`src/rtl/alu_pkg.sv`:
```
// Shared ALU definitions: widths, opcodes, vector payload, sweep states and the reference model.
package alu_pkg;

    localparam int unsigned WIDTH = 4;
    localparam int unsigned OPW   = 3;
    localparam int unsigned NOPS  = 8;
    localparam int unsigned ERRW  = 12;

    localparam logic [OPW-1:0] OP_ADD = OPW'(0);
    localparam logic [OPW-1:0] OP_SUB = OPW'(1);
    localparam logic [OPW-1:0] OP_AND = OPW'(2);
    localparam logic [OPW-1:0] OP_OR  = OPW'(3);
    localparam logic [OPW-1:0] OP_XOR = OPW'(4);
    localparam logic [OPW-1:0] OP_NOT = OPW'(5);
    localparam logic [OPW-1:0] OP_SHL = OPW'(6);
    localparam logic [OPW-1:0] OP_SHR = OPW'(7);

    typedef struct packed {
        logic [OPW-1:0]   op;
        logic [WIDTH-1:0] a;
        logic [WIDTH-1:0] b;
    } alu_vec_t;

    typedef enum logic [1:0] {
        ST_IDLE,
        ST_DRIVE,
        ST_CHECK,
        ST_DONE
    } sweep_state_e;

    // Golden 5-bit ALU result.
    function automatic logic [WIDTH:0] alu_model(input logic [OPW-1:0]   op,
                                                 input logic [WIDTH-1:0] a,
                                                 input logic [WIDTH-1:0] b);
        alu_model = '0;
        case (op)
            OP_ADD:  alu_model = {1'b0, a} + {1'b0, b};
            OP_SUB:  alu_model = {1'b0, a} - {1'b0, b};
            OP_AND:  alu_model = {1'b0, a & b};
            OP_OR:   alu_model = {1'b0, a | b};
            OP_XOR:  alu_model = {1'b0, a ^ b};
            OP_NOT:  alu_model = {1'b0, ~a};
            OP_SHL:  alu_model = {a, 1'b0};
            OP_SHR:  alu_model = {2'b00, a[WIDTH-1:1]};
            default: alu_model = '0;
        endcase
    endfunction

    // Lowest enabled opcode; 0 for an empty mask.
    function automatic logic [OPW-1:0] first_op(input logic [NOPS-1:0] mask);
        first_op = '0;
        for (int i = NOPS - 1; i >= 0; i--) begin
            if (mask[i]) first_op = OPW'(i);
        end
    endfunction

    // Lowest enabled opcode strictly above op; op itself when none remains.
    function automatic logic [OPW-1:0] next_op(input logic [NOPS-1:0] mask,
                                               input logic [OPW-1:0]  op);
        next_op = op;
        for (int i = NOPS - 1; i >= 0; i--) begin
            if (mask[i] && (OPW'(i) > op)) next_op = OPW'(i);
        end
    endfunction

    function automatic logic has_next(input logic [NOPS-1:0] mask,
                                      input logic [OPW-1:0]  op);
        has_next = 1'b0;
        for (int i = 0; i < NOPS; i++) begin
            if (mask[i] && (OPW'(i) > op)) has_next = 1'b1;
        end
    endfunction

endpackage

```
`src/rtl/alu_vec_gen.sv`:
```
// Op/a/b vector counter: b fastest, then a, then the next enabled opcode.
module alu_vec_gen
    import alu_pkg::*;
(
    input  logic            clk,
    input  logic            rst_n,
    input  logic            load_i,
    input  logic            adv_i,
    input  logic [NOPS-1:0] mask_i,
    output alu_vec_t        vec_o,
    output logic            last_vec_c
);

    logic [NOPS-1:0] mask_q;
    alu_vec_t        vec_q;
    alu_vec_t        vec_d;

    always_comb begin
        vec_d   = vec_q;
        vec_d.b = vec_q.b + WIDTH'(1);
        if (&vec_q.b) begin
            vec_d.a = vec_q.a + WIDTH'(1);
            if (&vec_q.a) vec_d.op = next_op(mask_q, vec_q.op);
        end
    end

    always_ff @(posedge clk or negedge rst_n) begin
        if (!rst_n) begin
            mask_q <= '0;
            vec_q  <= '0;
        end else if (load_i) begin
            mask_q <= mask_i;
            vec_q  <= alu_vec_t'{op: first_op(mask_i), a: '0, b: '0};
        end else if (adv_i) begin
            vec_q <= vec_d;
        end
    end

    assign vec_o      = vec_q;
    assign last_vec_c = (&vec_q.a) & (&vec_q.b) & ~has_next(mask_q, vec_q.op);

endmodule

```
`config.mk`:
```
export PLATFORM = sky130hd
export DESIGN_NAME = alu_vec_gen
export DESIGN_NICKNAME = d
export VERILOG_FILES = /design/src/rtl/alu_pkg.sv /design/src/rtl/alu_vec_gen.sv
export SDC_FILE = /design/constraint.sdc
export NUM_CORES = 1
export LEC_CHECK = 0
export ABC_AREA = 1
export BUFFER_PORTS_ARGS = -buffer_cell sky130_fd_sc_hd__buf_2
export CORE_MARGIN = 1
export CORE_UTILIZATION = 50
export DETAILED_ROUTE_END_ITERATION = 8
export GPL_TIMING_DRIVEN = 0
export PLACE_DENSITY = 0.77
export SYNTH_ARGS = -nofsm -noshare
export SYNTH_HDL_FRONTEND = slang
export SYNTH_SLANG_ARGS = --single-unit
```
`constraint.sdc`:
```
create_clock -name clk -period 2.5 [get_ports clk]
set_input_delay 0 -clock clk [delete_from_list [all_inputs] [get_ports clk]]
set_output_delay 0 -clock clk [all_outputs]
set_load 0.01 [all_outputs]
```
# == Word level (Yosys, flattened, before mapping) ==
# Cells that the tools add are included.
# totals
in_bits,12
reg_bits,19
output_inout_bits,12
elab_cells,61
# op_classes
addsub,2
magnitude_cmp,8
n_reduce_logical,16
bitwise,3
n_mux,28
# op_table
operator,n
3-bit 2-to-1 mux,17
11-bit 2-to-1 mux,2
3-bit > comparator (first input constant),4
4-bit AND reduction,3
9-bit nonzero test,1
4-bit by 1-bit adder with 4-bit output (second input constant),2
1-bit logical AND,8
1-bit 2-to-1 mux,8
7-bit 2-to-1 mux,1
1-bit by 3-bit > comparator with 1-bit output (first input constant),2
2-bit by 3-bit > comparator with 1-bit output (first input constant),2
2-bit nonzero test,3
1-bit AND,2
2-bit AND reduction,1
1-bit inverter,1

# == Logic depth before layout (Yosys ltp) ==
# logic_depth
word_depth,14
ltp_mapped,11
ltp_nobuf,11

# == Worst setup path before layout ==
# Ideal clock, no wire load.
# synth_path
path_kind,reg2reg
startpoint,register vec_q (netlist bit vec_o[1])
endpoint,register vec_q (netlist bit vec_o[10])
path_stages_with_launch,10
setup_slack_ps,1188
setup_time_ps,74
arrival_time_ps,1238
required_time_ps,2426
synth_period_minus_slack_ps,1312
n_path_buf,0
path_cell_list,dfrtp_1 -> ha_1 -> nand3_2 -> nor2_4 -> inv_2 -> nor2_4 -> nand2_4 -> nand2_4 -> nand2_1 -> o21ai_2
# synth_between
elab_chain_cells,3
# synth_lines
element,line,source
start: declaration,alu_vec_gen.sv:15,alu_vec_t vec_q;
start signal: assignment,alu_vec_gen.sv:33,"vec_q <= alu_vec_t'{op: first_op(mask_i), a: '0, b: '0};"
start signal: assignment,alu_vec_gen.sv:35,vec_q <= vec_d;
4-bit AND reduction,alu_vec_gen.sv:21,if (&vec_q.b) begin
2-bit nonzero test (no line),-,
4-bit AND reduction (no line),-,
# Every way passes these cells.
# A chain may end at the register's enable or synchronous reset.

# == Worst setup path in the final report ==
# layout_path
startpoint,register vec_q (netlist bit vec_o[10])
endpoint,output last_vec_c
# layout_between
elab_chain_cells,12
word_cells_on_any_way,26
cone_classes,8 x order compare; 8 x mux; 2 x bitwise; 8 x reduce/logical
# layout_lines
element,line,source
1-bit by 3-bit > comparator with 1-bit output,alu_pkg.sv:70,if (mask[i] && (OPW'(i) > op)) has_next = 1'b1;
1-bit logical AND,alu_pkg.sv:70,
1-bit 2-to-1 mux (7 in a row),alu_pkg.sv:70,
1-bit 2-to-1 mux (*),alu_pkg.sv:70,
1-bit inverter (*),alu_vec_gen.sv:40,"assign last_vec_c = (&vec_q.a) & (&vec_q.b) & ~has_next(mask_q, vec_q.op);"
1-bit AND (*),alu_vec_gen.sv:40,
end: declaration,alu_vec_gen.sv:11,output logic last_vec_c
# Mark *: on every way between the ends. The rest lies on a longest branch, timed or not.

==> impl_metrics.ini <==
[run_status]
status = completed

[detailed_routing]
drtAntennaViolNets = 0
wl_per_cell_microns = 12.4
vias_per_cell = 5.03
route.detailed.drc = 0
num_vias = 1012
wl_microns = 2490
drtIter0Drc = 19
first_pass_iters = 4

[grt]
overflow = 0
grt_max_degree = 19
grt_pass1_wl_microns = 3880
first_global_vias = 919
antenna_found_initial = 0
grt_util_all_layers = 0.250

[min_path]
holdPathStages = 6
hold_path.class = primary input to flop
min_from = mask_i[0]

[setup_path]
path_max_fanout = 6
cp-start-kind = flop
worstSetupPathType = flop to output pin
crit_path_start = vec_o[10]
required_ps = 2500
worstPathArrival_ps = 1510
r2r_cells = 9
crit_path_end_kind = output pin
r2r_start = vec_o[1]

[placement]
place_ws_ps = 1110
port_buffers = 22
gp_congestion = 0.861
hpwl_microns = 1780
dp_cells = 186

[floorplanning]
die_area_sq_um = 2290
die_x_microns = 47.8
die_y_microns = 47.8
coreArea_sq_um = 1960
row_count = 16
initial_utilization = 0.536
ioPinCount = 24

[timing]
maxSlewHeadroom = 0.732
maxSlewViolCount = 0
setup_tns_ps = 0
worstMarginPinSlew_ps = 403
period_share = 0.604
finalCriticalPeriod_ps = 1510
max_freq_mhz = 662
final.setup.worst_slack_ps = 989
rsz0062_at_grt = false
hold_violations = 0
finalSetupViolCount = 0
clock_skew_ps = 1.88

[clock_tree]
clockBufferDepth = 2
cts-resized-gates = 0
cts_hold_buf = 11
clk_latency_ps = 290
post_cts_buffers = 0
path_clk_slew_ps = 100
htree_levels = 1
clock-sinks = 18
cts_tree = built
cts_buffers = 3
cts_root_buffer = clkbuf_4

[cells_and_area]
syn2layout_area_growth_pct = 27.6
drive_gt1_frac = 0.247
fin_util = 0.684
num_antenna_cells = 0
instances_no_fill = 201
nets = 189

[power]
p_leak_nw = 0.690
combPwrFrac = 0.233
clkPwrFrac = 0.264
pwr-share-seq = 0.503
p_int_uw = 467
pwr_density_cell_nw_per_um2 = 499
power_switching_uw = 203
switching_share = 0.303
vdd_ir_drop_max_mv = 0.396

[yosys]
synthCells = 137
synth_cell_types = 24
synth.net_count = 151
synth_area_sq_um = 1050
yosysWarnings = 0
syn_avg_cell_area_sq_um = 7.67
ys_seq_area_frac = 0.429
ys_ff_latch = 18

[run]
drv_cap = 0
## Yosys cell counts
cell type,count,area (sq um)
nor2_2,2,12.5
dfrtp_1,18,450
a21oi_1,6,30.0
buf_4,2,15.0
and3_2,1,7.51
a31oi_1,1,6.26
nand2_4,2,22.5
inv_2,2,7.51
inv_1,16,60.1
ha_1,2,25.0
nor2_1,10,37.5
o21ai_2,1,8.76
o21ai_0,11,55.1
nand3_2,3,30.0
nand2_2,1,6.26
nand3_1,6,30.0
nand2_1,38,143
nor2_4,2,22.5
clkbuf_8,1,13.8
nor3_1,7,35.0
o21ai_1,2,10.0
a211oi_1,1,7.51
o21bai_1,1,7.51
o31ai_1,1,7.51
## power groups by stage
| stage | logic, mW | registers (mW) | clock network, mW |
|---|---|---|---|
| floorplan | 0.0908 | 0.342 | 0 |
| CTS | 0.156 | 0.336 | 0.183 |
| finish | 0.156 | 0.337 | 0.176 |
| global route | 0.179 | 0.339 | 0.193 |
| global placement | 0.140 | 0.341 | 0 |
| detailed placement | 0.143 | 0.342 | 0 |
## sequential cells by signal, indices dropped and copies added (netlist names)
name and count:
vec_o 11, mask_q 7
## kinds of logic (layout without fill, tap and decap cells)
kind of cell / after synthesis / in the layout / synth area share
AND/OR/NAND/NOR: 72 / 72 / 0.330
buffers and inverters: 21 / 58 / 0.0917
flip-flops: 18 / 18 / 0.429
adder cells (fa/ha/maj): 2 / 2 / 0.0238
AO/OA/AOI/OAI: 24 / 24 / 0.126
## layout make-up
cell class	count	area [sq um]
clock buffers	4	36.3
repair buffers	33	220
multi-input cells	98	504
well taps	27	33.8
flip-flops and latches	18	450
plain buffers	3	28.8
fillers	185	621
inverters	18	67.6
## path summary, 6_finish.rpt
check,slack (ps),endpoint
setup reg to reg,1080,vec_o[10]
setup / recovery,990,last_vec_c
min in group asynchronous,160,mask_q[6]
hold reg to reg,500,mask_q[7]
hold / removal,90,vec_o[8]
max in group asynchronous,2060,vec_o[7]
## through the flow
stage	hold slack [ps]	power [mW]	cell area (sq um)
final	85.9	0.669	1340
after global routing	132	0.711	1340
after CTS	61.7	0.675	1340
after detailed placement	-49.4	0.485	1190
after global placement	-47.0	0.481	1190
after floorplan	-296	0.433	1050
## critical path, stage by stage (launching register included)
cell and delay [ps]:
dfrtp_1 450, nor2_1 90, nand2_1 90, nand2_2 80, nor2_2 90, nand3_2 110, nor3_1 150, buf_2 160
## layout by cell type, fill, tap and decap left out, drive strengths merged
cell,instances
o21ai,14
nor2,14
ha,2
nor3,7
dlygate4sd3,11
clkbuf,5
buf,24
a31oi,1
dfrtp,18
and3,1
inv,18
nand3,9
a21oi,6
a211oi,1
o21bai,1
o31ai,1
nand2,41
## metal layers
layer,up-vias,GRT usage,share of wire
met5,-,0,0
met3,4,0.0604,0.050
met1,461,0.311,0.44
li1,515,-,-
met2,32,0.441,0.50
met4,0,0.0500,0.015
(Power assumes the default switching activity.)
